`config.mk`:
```
export PLATFORM = sky130hd
export DESIGN_NAME = opa_fwd_stage
export DESIGN_NICKNAME = d
export VERILOG_FILES = /design/src/rtl/rv_opsel_pkg.sv /design/src/rtl/fwd_prio_sel.sv /design/src/rtl/opa_fwd_stage.sv
export SDC_FILE = /design/constraint.sdc
export NUM_CORES = 1
export LEC_CHECK = 0
export ABC_AREA = 1
export CAP_MARGIN = 20
export CORE_UTILIZATION = 33
export DETAILED_ROUTE_END_ITERATION = 8
export GPL_TIMING_DRIVEN = 0
export PLACE_DENSITY = 0.77
export SETUP_SLACK_MARGIN = 0.5
export SLEW_MARGIN = 10
export SYNTH_ARGS = -nofsm -noshare
export SYNTH_HDL_FRONTEND = slang
export SYNTH_SLANG_ARGS = --single-unit
```
`constraint.sdc`:
```
create_clock -name i_clk -period 2.5 [get_ports i_clk]
set_input_delay 0.5 -clock i_clk [delete_from_list [all_inputs] [get_ports i_clk]]
set_output_delay 0.5 -clock i_clk [all_outputs]
set_load 0.05 [all_outputs]
```
`src/rtl/rv_opsel_pkg.sv`:
```
`default_nettype none
// ============================================================================
// Module      : rv_opsel_pkg
// Description : Shared definitions for the ID->EX operand-A select path:
//               the operand select encoding, default widths and PC step.
// Revision    : 1.0 - initial release
// ============================================================================
package rv_opsel_pkg;

    localparam int XLEN_DEF   = 32;
    localparam int REG_AW_DEF = 5;
    localparam int PC_INC     = 4;

    typedef enum logic [1:0] {
        OPA_RS1  = 2'b00,
        OPA_PC   = 2'b01,
        OPA_ZERO = 2'b10,
        OPA_PC4  = 2'b11
    } opa_sel_e;

endpackage : rv_opsel_pkg
`default_nettype wire

```
`src/rtl/fwd_prio_sel.sv`:
```
`default_nettype none
// ============================================================================
// Module      : fwd_prio_sel
// Description : Priority match of rs1 against NUM_FWD forwarding sources.
//               Source 0 is the youngest and wins over older sources.
//               x0 never matches.
// Ports       : i_rs1_addr    - register index being read
//               i_fwd_valid   - per-source "holds a register write"
//               i_fwd_pending - per-source "result not yet available"
//               i_fwd_rd      - packed destination indices
//               i_fwd_data    - packed result data
//               o_hit         - some source matched
//               o_pending     - the winning source is still pending
//               o_data        - data of the winning source
// Revision    : 1.0 - initial release
// ============================================================================
module fwd_prio_sel
    import rv_opsel_pkg::*;
#(
    parameter int XLEN    = XLEN_DEF,
    parameter int REG_AW  = REG_AW_DEF,
    parameter int NUM_FWD = 2
) (
    input  logic [REG_AW-1:0]         i_rs1_addr,
    input  logic [NUM_FWD-1:0]        i_fwd_valid,
    input  logic [NUM_FWD-1:0]        i_fwd_pending,
    input  logic [NUM_FWD*REG_AW-1:0] i_fwd_rd,
    input  logic [NUM_FWD*XLEN-1:0]   i_fwd_data,
    output logic                      o_hit,
    output logic                      o_pending,
    output logic [XLEN-1:0]           o_data
);

    logic [NUM_FWD-1:0] w_match;

    genvar g;
    generate
        for (g = 0; g < NUM_FWD; g++) begin : g_match
            assign w_match[g] = i_fwd_valid[g]
                             && (i_fwd_rd[g*REG_AW +: REG_AW] == i_rs1_addr)
                             && (i_rs1_addr != '0);
        end
    endgenerate

    // Walk from oldest to youngest so the lowest matching index is the
    // last writer and therefore wins.
    always_comb begin
        o_hit     = 1'b0;
        o_pending = 1'b0;
        o_data    = '0;
        for (int s = NUM_FWD - 1; s >= 0; s--) begin
            if (w_match[s]) begin
                o_hit     = 1'b1;
                o_pending = i_fwd_pending[s];
                o_data    = i_fwd_data[s*XLEN +: XLEN];
            end
        end
    end

endmodule : fwd_prio_sel
`default_nettype wire

```
`src/rtl/opa_fwd_stage.sv`:
```
`default_nettype none
// ============================================================================
// Module      : opa_fwd_stage
// Description : Operand-A path at the ID->EX boundary. Selects rs1 / PC /
//               zero / PC+4, forwards rs1 from younger stages, stalls on
//               pending (load) results and registers the operand into a
//               valid/ready slot feeding the ALU.
// Ports       : i_clk, i_rst_n  - clock, asynchronous active-low reset
//               i_flush         - kill output slot and current input
//               i_valid/o_ready - ID-side request handshake
//               i_opa_sel       - 00 rs1, 01 pc, 10 zero, 11 pc+4
//               i_rs1_addr/data - rs1 index and register-file data
//               i_pc            - instruction PC
//               i_fwd_*         - packed forwarding sources, 0 = youngest
//               o_valid/i_ready - EX-side slot handshake
//               o_opa           - registered operand A
//               o_fwd_hit       - operand came from a forwarding source
//               o_stall_cnt     - saturating load-use stall cycle count
// Revision    : 1.0 - initial release
// ============================================================================
module opa_fwd_stage
    import rv_opsel_pkg::*;
#(
    parameter int XLEN    = XLEN_DEF,
    parameter int NUM_FWD = 2,
    parameter int REG_AW  = REG_AW_DEF,
    parameter int CNT_W   = 16
) (
    input  logic                      i_clk,
    input  logic                      i_rst_n,
    input  logic                      i_flush,
    input  logic                      i_valid,
    output logic                      o_ready,
    input  logic [1:0]                i_opa_sel,
    input  logic [REG_AW-1:0]         i_rs1_addr,
    input  logic [XLEN-1:0]           i_rs1_data,
    input  logic [XLEN-1:0]           i_pc,
    input  logic [NUM_FWD-1:0]        i_fwd_valid,
    input  logic [NUM_FWD-1:0]        i_fwd_pending,
    input  logic [NUM_FWD*REG_AW-1:0] i_fwd_rd,
    input  logic [NUM_FWD*XLEN-1:0]   i_fwd_data,
    output logic                      o_valid,
    input  logic                      i_ready,
    output logic [XLEN-1:0]           o_opa,
    output logic                      o_fwd_hit,
    output logic [CNT_W-1:0]          o_stall_cnt
);

    localparam logic [XLEN-1:0]  c_pc_inc  = XLEN'(PC_INC);
    localparam logic [CNT_W-1:0] c_cnt_max = {CNT_W{1'b1}};

    logic             w_fwd_hit;
    logic             w_fwd_pending;
    logic [XLEN-1:0]  w_fwd_data;
    logic             w_sel_rs1;
    logic             w_hazard;
    logic             w_accept;
    logic [XLEN-1:0]  w_opa;

    // Slot state: r_valid is the EMPTY(0)/FULL(1) state bit.
    logic             r_valid;
    logic [XLEN-1:0]  r_opa;
    logic             r_fwd_hit;
    logic [CNT_W-1:0] r_stall_cnt;

    fwd_prio_sel #(
        .XLEN    (XLEN),
        .REG_AW  (REG_AW),
        .NUM_FWD (NUM_FWD)
    ) u_fwd_prio_sel (
        .i_rs1_addr    (i_rs1_addr),
        .i_fwd_valid   (i_fwd_valid),
        .i_fwd_pending (i_fwd_pending),
        .i_fwd_rd      (i_fwd_rd),
        .i_fwd_data    (i_fwd_data),
        .o_hit         (w_fwd_hit),
        .o_pending     (w_fwd_pending),
        .o_data        (w_fwd_data)
    );

    assign w_sel_rs1 = (opa_sel_e'(i_opa_sel) == OPA_RS1);

    // Only the winning source's pending flag matters: an older pending
    // source shadowed by a younger ready one does not stall.
    assign w_hazard = w_sel_rs1 && w_fwd_hit && w_fwd_pending;

    assign o_ready  = (!r_valid || i_ready) && !w_hazard && !i_flush;
    assign w_accept = i_valid && o_ready;

    always_comb begin
        w_opa = '0;
        case (opa_sel_e'(i_opa_sel))
            OPA_RS1: begin
                if (w_fwd_hit)
                    w_opa = w_fwd_data;
                else if (i_rs1_addr == '0)
                    w_opa = '0;
                else
                    w_opa = i_rs1_data;
            end
            OPA_PC:   w_opa = i_pc;
            OPA_ZERO: w_opa = '0;
            OPA_PC4:  w_opa = i_pc + c_pc_inc;
            default:  w_opa = '0;
        endcase
    end

    // Slot register. Flush dominates; otherwise an accept (re)fills the
    // slot, and a consume without accept drains it. Data/hit hold while
    // the slot is full and not consumed.
    always_ff @(posedge i_clk or negedge i_rst_n) begin
        if (!i_rst_n) begin
            r_valid   <= 1'b0;
            r_opa     <= '0;
            r_fwd_hit <= 1'b0;
        end else if (i_flush) begin
            r_valid   <= 1'b0;
        end else if (w_accept) begin
            r_valid   <= 1'b1;
            r_opa     <= w_opa;
            r_fwd_hit <= w_sel_rs1 && w_fwd_hit;
        end else if (i_ready) begin
            r_valid   <= 1'b0;
        end
    end

    // Load-use stall counter, saturating at all-ones.
    always_ff @(posedge i_clk or negedge i_rst_n) begin
        if (!i_rst_n) begin
            r_stall_cnt <= '0;
        end else if (i_valid && w_hazard && !i_flush
                     && (r_stall_cnt != c_cnt_max)) begin
            r_stall_cnt <= r_stall_cnt + 1'b1;
        end
    end

    assign o_valid     = r_valid;
    assign o_opa       = r_opa;
    assign o_fwd_hit   = r_fwd_hit;
    assign o_stall_cnt = r_stall_cnt;

endmodule : opa_fwd_stage
`default_nettype wire

```
Word level (Yosys, flattened, before mapping) --
Cells that the tools add are included. Widths: inputs -> output; s select.
Operators by class: add/subtract/negate cells 2, multiply operators 0, div/mod/pow operators 0, $lt $le $gt $ge 0, equality and inequality tests 6, shifts and indexed selects 0, muxes and demuxes 12, bitwise gates (word level) 1, reduce and logical (&&, ||, !) cells 21
Operators by type and width (count):
- $mux 32 | 4
- $pmux 32 s4 | 1
- $add 32x3->32 const B | 1
- $add 16x1->16 const B | 1
- $ne 16x16->1 const B | 1
- $logic_and 1x1->1 | 12
- $eq 5x5->1 | 2
- $mux 1 | 7
- $logic_not 5->1 | 1
- $reduce_bool 5->1 | 1
- $eq 2x2->1 const B | 2
- $logic_not 1->1 | 3
- $reduce_bool 3->1 | 1
- $eq 2x1->1 const B | 1
- $logic_not 2->1 | 1
- $reduce_and 2->1 | 1
- $logic_or 1x1->1 | 1
- $not 1->1 | 1
Word-level totals: register bits 50, bits in latches 0, memory bits (writable) 0, memory bits (read-only) 0, output and inout port bits 51, logic and storage cells 46, memories kept 0

Depth between registers and ports, before layout --
depth after elaboration 13, gate-level depth with buffers 15, depth with buffers taken out 14

By module --
Synthesis repeated with hierarchy kept, for this count alone.
Second synthesis, totals: cells, all modules 750, area, all modules 4884.7 um^2
Modules (own cells, without submodules):
- opa_fwd_stage | instances 1, cells each 581, area each 3791.1 um^2, seq. area each 1251.2 um^2
- fwd_prio_sel | instances 1, cells each 169, area each 1093.5 um^2, seq. area each 0.0 um^2

Least setup slack after synthesis --
No wires, ideal clock.
path type reg-to-reg, from reg r_stall_cnt[0], in the netlist o_stall_cnt[0], to reg r_stall_cnt[0], in the netlist o_stall_cnt[0], library setup time 0.113 ns, arrival 2.009 ns, slack 0.378 ns, stages on the path, launching flop included 11, cell sequence dfrtp_1 > ha_1 > nand3_1 > nor2_1 > inv_1 > nor3_2 > nand3_1 > nand3_1 > nand2_1 > nand2_1 > inv_1
Between the ends: cells in the longest elaborated chain, start to end 2
RTL lines:
- start, declared | line opa_fwd_stage.sv:64 | logic [CNT_W-1:0] r_stall_cnt;
- start signal, assigned | line opa_fwd_stage.sv:133 | r_stall_cnt <= r_stall_cnt + 1'b1;
- branches (longest 2 deep; another with $add 16x1->16)
Parallel ways; which one is timed is not known. A chain may end at the register's enable or synchronous reset.

Worst setup path in the final report --
from in i_rs1_addr[1], to out o_ready
Between the ends: cells in the longest elaborated chain, start to end 10
RTL lines:
- start, declared | line opa_fwd_stage.sv:35 | input logic [REG_AW-1:0] i_rs1_addr,
- $eq 5x5->1 | line fwd_prio_sel.sv:40 | && (i_fwd_rd[g*REG_AW +: REG_AW] == i_rs1_addr)
- $logic_and 1x1->1 | line fwd_prio_sel.sv:40
- $logic_and 1x1->1 | line fwd_prio_sel.sv:41 | && (i_rs1_addr != '0);
- $mux 1 (2 in series) | line fwd_prio_sel.sv:52 | if (w_match[s]) begin
- $logic_and 1x1->1 | line opa_fwd_stage.sv:85 | assign w_hazard = w_sel_rs1 && w_fwd_hit && w_fwd_pending;
- $logic_and 1x1->1 * | line opa_fwd_stage.sv:85
- $logic_not 1->1 * | line opa_fwd_stage.sv:87 | assign o_ready = (!r_valid || i_ready) && !w_hazard && !i_flush;
- $logic_and 1x1->1 * (2 in series) | line opa_fwd_stage.sv:87
- end, declared | line opa_fwd_stage.sv:33 | output logic o_ready,
Every way passes the cells marked *; elsewhere a longest branch is shown, timed or not.

==> metrics.log <==
[metrics] count of hold buffers inserted by post-cts repair: 0
[metrics] type of the setup path with the least slack: in2out
[metrics] reg2reg path depth: 7
[metrics] TritonCTS buffer count: 5
[metrics] pin count of the biggest net entering global routing: 30
[metrics] height of the chip: 119 microns
[metrics] port bufs: 203
[metrics] buffer type at the clock tree root: clkbuf_16
[metrics] Residual DRC: 0
[metrics] number of synthesized register bits: 50
[metrics] placed cell area: 6790 sq um
[metrics] Placement Rows: 42
[metrics] Slew Limit Fails: 0
[metrics] sequential share of power: 31.3%
[metrics] fill cell instance count of the final layout: 1260
[metrics] Layout Area Growth over Synthesis: 72.2%
[metrics] Placer Congestion: 0.987
[metrics] total I/O pin count: 205
[metrics] WP data required: 2.00 ns
[metrics] worst ir drop on vdd: 0.342 mV
[metrics] total of endpoints with negative setup slack in the final report: 0
[metrics] area of all placed cells without fillers: 7750 sq um
[metrics] Synth Area per Inst: 5.68 sq um
[metrics] overflow left after global routing: 0
[metrics] max-slew headroom at the worst pin: 62.2%
[metrics] starting utilization of the core area: 33.9%
[metrics] switching power: 1.09 mW
[metrics] register-to-register setup slack: 0.60 ns
[metrics] Period minus WS final: 2.21 ns
[metrics] setup slack after layout: 0.289 ns
[metrics] count of vias placed by the detailed router: 6047
[metrics] Internal Pwr Total: 1.91 mW
[metrics] HPWL Detailed: 14.6 mm
[metrics] total core area: 13300 sq um
[metrics] Synth cell types: 34
[metrics] total nets after synthesis: 949
[metrics] end of the worst register-to-register path: o_stall_cnt[8]$_DFFE_PN0P_
[metrics] capturing instance or port of the critical path: o_ready
[metrics] clock latency reported for the late side of the worst-skew pair: 0.29 ns
[metrics] DR WL/cell: 15.5 microns
[metrics] run status: completed
[metrics] number of sinks handled by clock tree synthesis: 50
[metrics] Initial DRT Pass Iterations: 5
[metrics] power per cell area: 388 nW/um^2
[metrics] number of global-route vias before repair: 5504
[metrics] die span in x: 119 microns
[metrics] gate count of the mapped netlist: 793
[metrics] Crit-path slowest cell: nor2_4
[metrics] clock-pin slew reported for the worst setup and hold paths after clock tree synthesis: 0.07 ns
[metrics] switching share of power: 36.4%
[metrics] combinational cell fraction of total power: 41.3%
[metrics] CP Max Fanout: 4
[metrics] number of endpoints with negative hold slack in the final report: 0
[metrics] max cap viols: 0
[metrics] GR Util All Layers: 25.8%
[metrics] CTS H-tree lvls: 2
[metrics] part of the Yosys area used for sequential elements: 27.8%
[metrics] kind of launch point of the worst setup path: input port
[metrics] endpoint kind of the worst setup timing path: output port
[metrics] antenna diode count: 0
[metrics] Clock Path Buffers: 2
[metrics] wire length of the first global-routing pass: 28.3 mm
[metrics] cell seen most often among critical-path stages: nor2_4
[metrics] clock skew after layout: 0.00651 ns
[metrics] number of DRC violations after detailed-routing iteration 0: 454
[metrics] source of the critical timing path: i_rs1_addr[1]
[metrics] wire length after detailed routing: 18.9 mm
[metrics] antenna-violating nets left: 0
[metrics] cell-by-cell listing of the critical path: buf_6, inv_2, nand2_1, inv_1, nor2_1, nand2_2, nor2_4, nor2_4, nor2_4, nand2_4, nand2_4, clkinvlp_4, buf_8
[metrics] largest stage delay on the critical path: 0.18 ns
[metrics] antenna violations before repair: 0
[metrics] arrival time at the worst endpoint: 1.71 ns
[metrics] source of the worst register-to-register timing path: o_stall_cnt[0]$_DFFE_PN0P_
[metrics] class of the worst hold path: in2async
[metrics] synth warn: 0
[metrics] pin slew with the least headroom to its limit: 0.567 ns
[metrics] TritonCTS clock tree: built
[metrics] fin nets: 1196
[metrics] highest attainable clock frequency: 452 MHz
[metrics] worst-case setup slack after placement: -0.904 ns
[metrics] total die area: 14100 sq um
[metrics] clock network fraction of design power: 27.4%
[metrics] share of layout cells above drive strength 1: 18.3%
[metrics] unrepaired setup endpoints after global routing: true
[metrics] ratio of routed vias to standard cells: 4.97
[metrics] reported leakage power: 4.04 nW
[metrics] Post-Synthesis Cell Area: 4500 sq um
[metrics] ratio of final minimum period to clock period: 88.4%
sequential cells by signal (all words and copies together) (netlist names):
register	count
o_fwd_hit	1
o_opa	32
o_stall_cnt	16
o_valid	1
synth_stat cells, drive strengths merged:
master | instances | area share (%)
xnor2 | 4 | 0.78
clkbuf | 2 | 0.17
nor3 | 14 | 1.7
nor2 | 73 | 6.9
nand2 | 394 | 33
dfrtp | 50 | 28
inv | 79 | 6.6
a21boi | 1 | 0.17
nor4 | 2 | 0.28
a22o | 1 | 0.19
a31oi | 1 | 0.14
nand4 | 20 | 2.9
o211ai | 4 | 0.67
a21o | 3 | 0.50
nand3 | 88 | 10
o21ai | 16 | 1.8
or2 | 1 | 0.14
buf | 19 | 2.4
xor2 | 6 | 1.2
ha | 2 | 0.56
a21oi | 13 | 1.7
per-stage QoR:
stage	power [mW]	instances	utilization, %	hold WS, ns	TNS, ns
floorplan	1.53	793	-	0.204	0
global placement	2.09	1172	50.9	0.461	-48.90
detailed placement	2.10	1173	51.0	0.464	-14.50
CTS	2.95	1200	54.2	0.214	0
global route	3.14	1217	58.3	0.246	0
finish	3.00	1217	58.3	0.195	0
worst max-delay path: cells and delay by family:
kind                   cells  cell delay, ns
buffers and inverters      5            0.42
AND/OR/NAND/NOR            8            0.79
logic make-up (layout without fill, tap and decap cells):
family | Yosys count | after routing | synth area share (%)
xor gates and xnor gates | 10 | 10 | 1.95
and+or+nand+nor | 592 | 592 | 55.4
DFF | 50 | 50 | 27.8
buffers and inverters | 100 | 348 | 9.20
AOI/OAI and AO/OA | 39 | 39 | 5.14
adders and majority gates | 2 | 2 | 0.556
cell usage in the layout (no fill, tap or decap), types with 2 or more instances in the layout:
cell type | Yosys | routed
inv_2 | 7 | 13
o21ai_1 | 6 | 7
nand3_1 | 84 | 70
buf_4 | 5 | 32
clkbuf_2 | 0 | 6
buf_2 | 10 | 13
dfrtp_1 | 50 | 48
buf_12 | 0 | 5
o21ai_0 | 10 | 9
a21oi_1 | 12 | 11
inv_4 | 0 | 3
dlymetal6s2s_1 | 0 | 24
a21o_1 | 3 | 3
inv_6 | 0 | 2
nor2_4 | 4 | 18
nor3_2 | 1 | 2
buf_6 | 1 | 11
xnor2_1 | 4 | 4
nand2_1 | 390 | 363
nor3_1 | 13 | 10
nand3_4 | 1 | 2
dlygate4sd2_1 | 0 | 21
nand2_2 | 4 | 23
clkdlybuf4s50_1 | 0 | 137
nand4_1 | 19 | 19
nor3_4 | 0 | 2
clkbuf_16 | 0 | 7
nand2_4 | 0 | 8
nand3_2 | 3 | 16
o211ai_1 | 4 | 4
buf_8 | 0 | 8
nor4_1 | 2 | 2
inv_1 | 72 | 61
xor2_1 | 6 | 6
nor2_2 | 2 | 9
nor2_1 | 67 | 46
dfrtp_2 | 0 | 2
layer usage:
| metal | GRT usage [%] | vias up | wire length, microns |
|---|---|---|---|
| met3 | 3.38 | 29 | 1450 |
| li1 | - | 2990 | - |
| met1 | 33.9 | 2752 | 7850 |
| met4 | 7.75 | 0 | 538 |
| met5 | 0 | - | 0 |
| met2 | 43.8 | 276 | 9050 |
power by group through the flow:
stage | clock network (mW) | logic (mW) | registers (mW)
finish | 0.824 | 1.24 | 0.939
global route | 0.871 | 1.32 | 0.948
CTS | 0.838 | 1.18 | 0.940
detailed placement | 0 | 1.15 | 0.954
global placement | 0 | 1.14 | 0.951
floorplan | 0 | 0.285 | 1.24
final cells by class:
| class | count | area [sq um] | area share [%] |
|---|---|---|---|
| clock buffers | 6 | 139 | 1.79 |
| repair buffers | 240 | 2420 | 31.2 |
| inverters | 79 | 313 | 4.04 |
| multi-input cells | 643 | 3190 | 41.1 |
| flip-flops and latches | 50 | 1250 | 16.2 |
| well taps | 176 | 220 | 2.84 |
| plain buffers | 21 | 181 | 2.34 |
| clock inverters | 2 | 38.8 | 0.500 |
what timing repair did:
item,4_1_cts,5_1_grt
cloned,0,2
setup buffers,19,15
resized for setup,152,125
setup endpoints to repair,66,58
pin swaps,26,56
how the worst min path moves through the flow:
stage	from	to	slack, ns	cells past startpoint
floorplan	i_rst_n	o_fwd_hit$_DFFE_PN0P_	0.20	0
global placement	o_opa[15]$_DFFE_PN0P_	o_opa[15]$_DFFE_PN0P_	0.46	2
detailed placement	o_opa[24]$_DFFE_PN0P_	o_opa[24]$_DFFE_PN0P_	0.46	2
CTS	i_rst_n	o_stall_cnt[15]$_DFFE_PN0P_	0.21	1
global route	i_rst_n	o_stall_cnt[15]$_DFFE_PN0P_	0.25	1
finish	i_rst_n	o_stall_cnt[15]$_DFFE_PN0P_	0.20	1
(Power assumes the default switching activity.)
==> variant 1 (same settings) <==
Change the package constant `REG_AW_DEF` from 5 to 6.
--- a/src/rtl/rv_opsel_pkg.sv
+++ b/src/rtl/rv_opsel_pkg.sv
@@ -9,5 +9,5 @@
 
     localparam int XLEN_DEF   = 32;
-    localparam int REG_AW_DEF = 5;
+    localparam int REG_AW_DEF = 6;
     localparam int PC_INC     = 4;
 
Ports: changed (resized i_fwd_rd and i_rs1_addr); port bits go from 205 to 208. The function was not compared with the original's and may differ.
==> variant 1 against the original RTL <==
  * Setup slack got worse by 0.012 ns
  * Sequential cell count unchanged
  * Clock power down 12%
  * Routed wire length is 7.8% lower
  * Design area shrank 3.2%
  * Sequential share of layout area increased by 0.54 points
  * Critical path depth is 3 lower
  * Area after synthesis increased by 0.83%
  * Total power fell by 5.6%
  * Largest cell class unchanged
  * Largest power group unchanged
==> variant 1: results (changes against the original RTL) <==
* Outcome: finished, final reports clean
* CP max FO at 5 (+1)
* Tot GR Track Use at 24.51% (-1.3 points)
* Final Hold Slack at 0.1477 ns (-0.04753 ns)
* Final WL at 17420 um (-7.8%)
* Compound-Gate Fraction of Synth Area at 7.803% (+2.7 points)
* Leak at 3.909 nW (-3.3%)
* Mean Syn Cell Area at 5.610 um^2 (-1.2%)
* P_seq at 933 uW (-0.6%)
* Inserted Diodes at 0 (unchanged)
* Seq/Total Area, Yosys at 27.57% (-0.23 points)
* Routability cong. at 0.9105 (-7.8%)
* Synth area leaders: nand2_1 28%, dfrtp_1 28%, inv_1 8.1%, nor2_1 7.1%, nand3_1 6.8%
* First-pass GRT wire length at 27700 um (-2.3%)
* Worst VDD drop at 319.0 uV (-6.9%)
* DP Cell Count at 1192 (+1.6%)
* Commonest cells post-synth: 342 x nand2_1, 98 x inv_1, 86 x nor2_1
* Dpl ws at -1.069 ns (-0.1647 ns)
* Clock Skews at 0.01141 ns (+0.004904 ns)
* Root buf cell: clkbuf_16
* Max Buffers Root-to-Sink at 2 (unchanged)
* DP HPWL at 14050 um (-3.6%)
* Initial antenna violation count at 0 (unchanged)
* Post-DP Area at 0.006903 mm^2 (+1.7%)
* Critical-path cell with the highest stage delay: a21oi_4
* Synthesized Nets at 968 (+2.0%)
* Max reg flops at 32 (unchanged)
* Async SR Flop Fraction at 100.0% (unchanged)
* Layout cells sized above 1 at 14.59% (-3.8 points)
* Final worst slack at 0.2764 ns (-0.01246 ns)
* Setup slack, reg-to-reg at 0.67 ns (+0.07 ns)
* Vias in the first global route at 5650 (+2.7%)
* Reg power frac at 32.9% (+1.6 points)
* Largest stage delay, worst path at 0.22 ns (+0.04 ns)
* # fillers at 1312 (+4.1%)
* Initial drt markers at 285 (-37%)
* Post-Synth XOR/XNOR Area at 0.3860% (-1.6 points)
* Synth unique cells at 31 (-8.8%)
* Clk slew on worst S/H paths at 0.07 ns (about the same)
* Synth Area in Adders at 0.5514% (-0.0046 points)
* Crit path launch: i_rs1_addr[5]
* Final cell utilization of the core at 56.20% (-2.1 points)
* Clock Latency Late Sink at 0.29 ns (about the same)
* Post-synthesis mux area share at 0% (unchanged)
* Post-DR wirelength/cell at 14.30 um (-7.9%)
* Number of port buffers at 206 (+1.5%)
* Least-Margin Pin Slew at 0.5622 ns (-0.004548 ns)
* Most used DFF post-synth: dfrtp_1
* H-Tree Depth at 2 (unchanged)
* R2R depth at 13 (+6)
* Reg-to-reg endpoint: o_stall_cnt[12]
* Sw frac at 37.95% (+1.5 points)
* Worst hold-check path type: in2async
* Via-to-Cell Ratio at 4.946 (-0.46%)
* Combinational Power at 1.18 mW (-5%)
* Largest net degree at the start of global routing at 35 (+17%)
## variant 1: changes by cell type in the layout (fill, tap and decap cells not counted), sizes merged, moves of 5 or more
cell / delta
nand2: -50
o21ai: +28
inv: +24
nand3: -23
nand4: +18
nor2: +17
buf: -14
nand3b: +7
dlymetal6s2s: +5
## variant 1: per-layer routing
metal	track usage, %	vias to the layer above	routed length, um
met4	7.278	0	439
met2	43.13	223	8459
met5	0	-	0
met1	31.05	2737	7503
li1	-	3034	-
met3	3.113	30	1012
## variant 1: final cells by class
class,count,area share (%)
Multi-Input combinational cell,631,41.02
Timing Repair Buffer,225,29.42
Sequential cell,50,16.71
Inverter,103,5.438
Tap cell,176,2.936
Buffer,25,2.419
Clock buffer,5,1.668
Clock inverter,3,0.3837
## variant 1: repair_timing
action | in CTS | in global routing
setup endpoints to repair | 67 | 51
pin swaps | 37 | 18
setup buffers | 10 | 8
gates resized for setup | 184 | 83
==> variant 2 (same settings) <==
Made on the original files. Register the output `o_stall_cnt` once more, with the module's reset; this adds one clock of latency there. The other outputs are not delayed to match. Comments in the files are not updated.
--- a/src/rtl/opa_fwd_stage.sv
+++ b/src/rtl/opa_fwd_stage.sv
@@ -138,5 +138,11 @@
     assign o_opa       = r_opa;
     assign o_fwd_hit   = r_fwd_hit;
-    assign o_stall_cnt = r_stall_cnt;
+    always_ff @(posedge i_clk or negedge i_rst_n) begin
+        if (!i_rst_n) begin
+            o_stall_cnt <= '0;
+        end else begin
+            o_stall_cnt <= r_stall_cnt;
+        end
+    end
 
 endmodule : opa_fwd_stage
Formal check against the unedited RTL: not equivalent (a bounded check fails within 4 cycles, from zero or initial values and one cycle with i_rst_n low).
==> variant 2 against the original RTL <==
  * Global-route usage shrank 1.6 points
  * Design area grew 4.4%
  * Sequential cell count grew 16
  * Combinational power shrank 6%
  * Count of clock-buffer cells in the layout grew 3
  * Routed wire length shrank 0.49%
  * Non-clock buffer count shrank 14
  * Sequential share of layout area grew 4.2 points
  * The flow now finishes with violations (DRC)
  * Clock power grew 81%
  * Final cell count grew 2.1%
  * Total power grew 28%
  * Setup slack gained 0.0014 ns
  * Area after synthesis grew 8.5%
==> variant 2: results (changes against the original RTL) <==
* Outcome: complete, but fails checks
* Failing checks: DRC
* CP max FO at 3 (-1)
* Initial drt markers at 479 (+5.5%)
* Routability cong. at 0.9414 (-4.6%)
* Synth unique cells at 32 (-5.9%)
* Async SR Flop Fraction at 100.0% (unchanged)
* Post-DP Area at 0.007208 mm^2 (+6.2%)
* Clock Latency Late Sink at 0.33 ns (+0.04 ns)
* Final nets at 1209 (+1.1%)
* Max Buffers Root-to-Sink at 2 (unchanged)
* Synth area leaders: dfrtp_1 34%, nand2_1 30%, nand3_1 8.6%, inv_1 5.8%, nor2_1 5.2%
* Net Switching at 1.258 mW (+15%)
* First-pass GRT wire length at 28230 um (-0.42%)
* Commonest cells post-synth: 396 x nand2_1, 84 x nand3_1, 75 x inv_1
* H-Tree Depth at 3 (+1)
* Mapped Cells at 816 (+2.9%)
* Final WL at 18800 um (-0.49%)
* Inserted Diodes at 0 (unchanged)
* Worst VDD drop at 343.8 uV (+0.38%)
* Worst hold-check path type: in2async
* Layout cells sized above 1 at 16.07% (-2.3 points)
* Largest stage delay, worst path at 0.20 ns (+0.02 ns)
* Max reg flops at 32 (unchanged)
* Initial antenna violation count at 0 (unchanged)
* Synthesized Nets at 972 (+2.4%)
* DP HPWL at 14400 um (-1.2%)
* Seq/Total Area, Yosys at 33.81% (+6.0 points)
* Post-DR wirelength/cell at 15.13 um (-2.5%)
* CTS buffer count at 9 (+4)
* Vias in the first global route at 5660 (+2.8%)
* DRT Pass-1 Iters at 9 (+4)
* # fillers at 1417 (+12%)
* Largest net degree at the start of global routing at 43 (+43%)
* Drt drc at 1 (+1)
* Tot GR Track Use at 24.21% (-1.6 points)
* Clock Skews at 0.005295 ns (-0.001214 ns)
* Dpl ws at -0.9585 ns (-0.05417 ns)
* Slew headroom at 63.37% (+1.2 points)
* Final Hold Viols at 0 (unchanged)
* Leak at 4.306 nW (+6.5%)
* Vias at 6155 (+1.8%)
## variant 2: cell types whose count changed after synthesis, sizes merged, moves of 2 or more
cell	unedited run	this run
a21o	3	0
a21oi	13	16
dfrtp	50	66
inv	79	81
nand2	394	400
nand4	20	18
o211ai	4	0
o21ai	16	22
o221ai	0	2
## variant 2: layout make-up
type	count	area [um^2]	share of cell area, %
Tap cell	184	230.2	2.845
Clock buffer	9	225.2	2.783
Sequential cell	66	1652	20.41
Multi-Input combinational cell	647	3112	38.45
Clock inverter	7	125.1	1.546
Inverter	82	341.6	4.221
Buffer	21	141.4	1.747
Timing Repair Buffer	226	2266	28.00
## variant 2: per-stage QoR
step,TNS (ns),hold WS [ns],util (%)
after floorplan,0,0.2044,-
after global placement,-104.53,0.3908,49.61
after detailed placement,-17.37,0.3922,49.78
after CTS,0,0.08170,53.73
after global routing,0,0.09729,55.89
final,0,0.08266,55.89
## variant 2: worst max-delay path: cells and delay by family
family | cells | cell delay (ns)
AND/OR/NAND/NOR | 9 | 0.88
buffers and inverters | 3 | 0.34
## variant 2: logic make-up (layout without fill, tap and decap cells)
logic type	after synthesis	count (layout)	synth area share, %
AOI/OAI and AO/OA	43	43	4.893
xor gates and xnor gates	8	8	1.434
adders and majority gates	2	2	0.5122
buffers and inverters	103	345	8.683
DFF	66	66	33.81
and+or+nand+nor	594	594	50.67
## variant 2: layer usage
layer  global-route usage (%)  up-vias  routed length (um)
li1                         -     3044                   -
met1                    31.74     2768                7961
met2                    40.03      294                8641
met3                    3.846       49                1549
met4                    8.810        0                 643
met5                        0        -                   0
## variant 2: repair_timing
action                                  CTS  global route
endpoints found under the setup margin   75            61
pin swaps                                29            24
gates resized for setup                 173            86
setup buffers                            12            10
## variant 2: worst paths after layout
kind | slack (ns) | cells after the start | endpoint | start
max | 0.29 | 12 | o_ready | i_fwd_rd[6]
min | 0.08 | 1 | o_stall_cnt[4] | i_rst_n
max reg2reg | 0.63 | 10 | r_stall_cnt[12] | r_stall_cnt[0]
min reg2reg | 0.40 | 0 | o_stall_cnt[15] | r_stall_cnt[15]
max in group asynchronous | 1.89 | 2 | o_opa[27] | i_rst_n
min in group i_clk | 0.40 | 0 | o_stall_cnt[15] | r_stall_cnt[15]
## variant 2: power groups by stage
stage / combinational [mW] / clock (mW) / sequential (mW)
2_1_floorplan: 0.287 / 0 / 1.50
3_3_place_gp: 1.13 / 0 / 1.22
3_5_place_dp: 1.15 / 0 / 1.22
4_1_cts: 1.13 / 1.50 / 1.20
5_1_grt: 1.24 / 1.55 / 1.21
6_report: 1.16 / 1.49 / 1.20
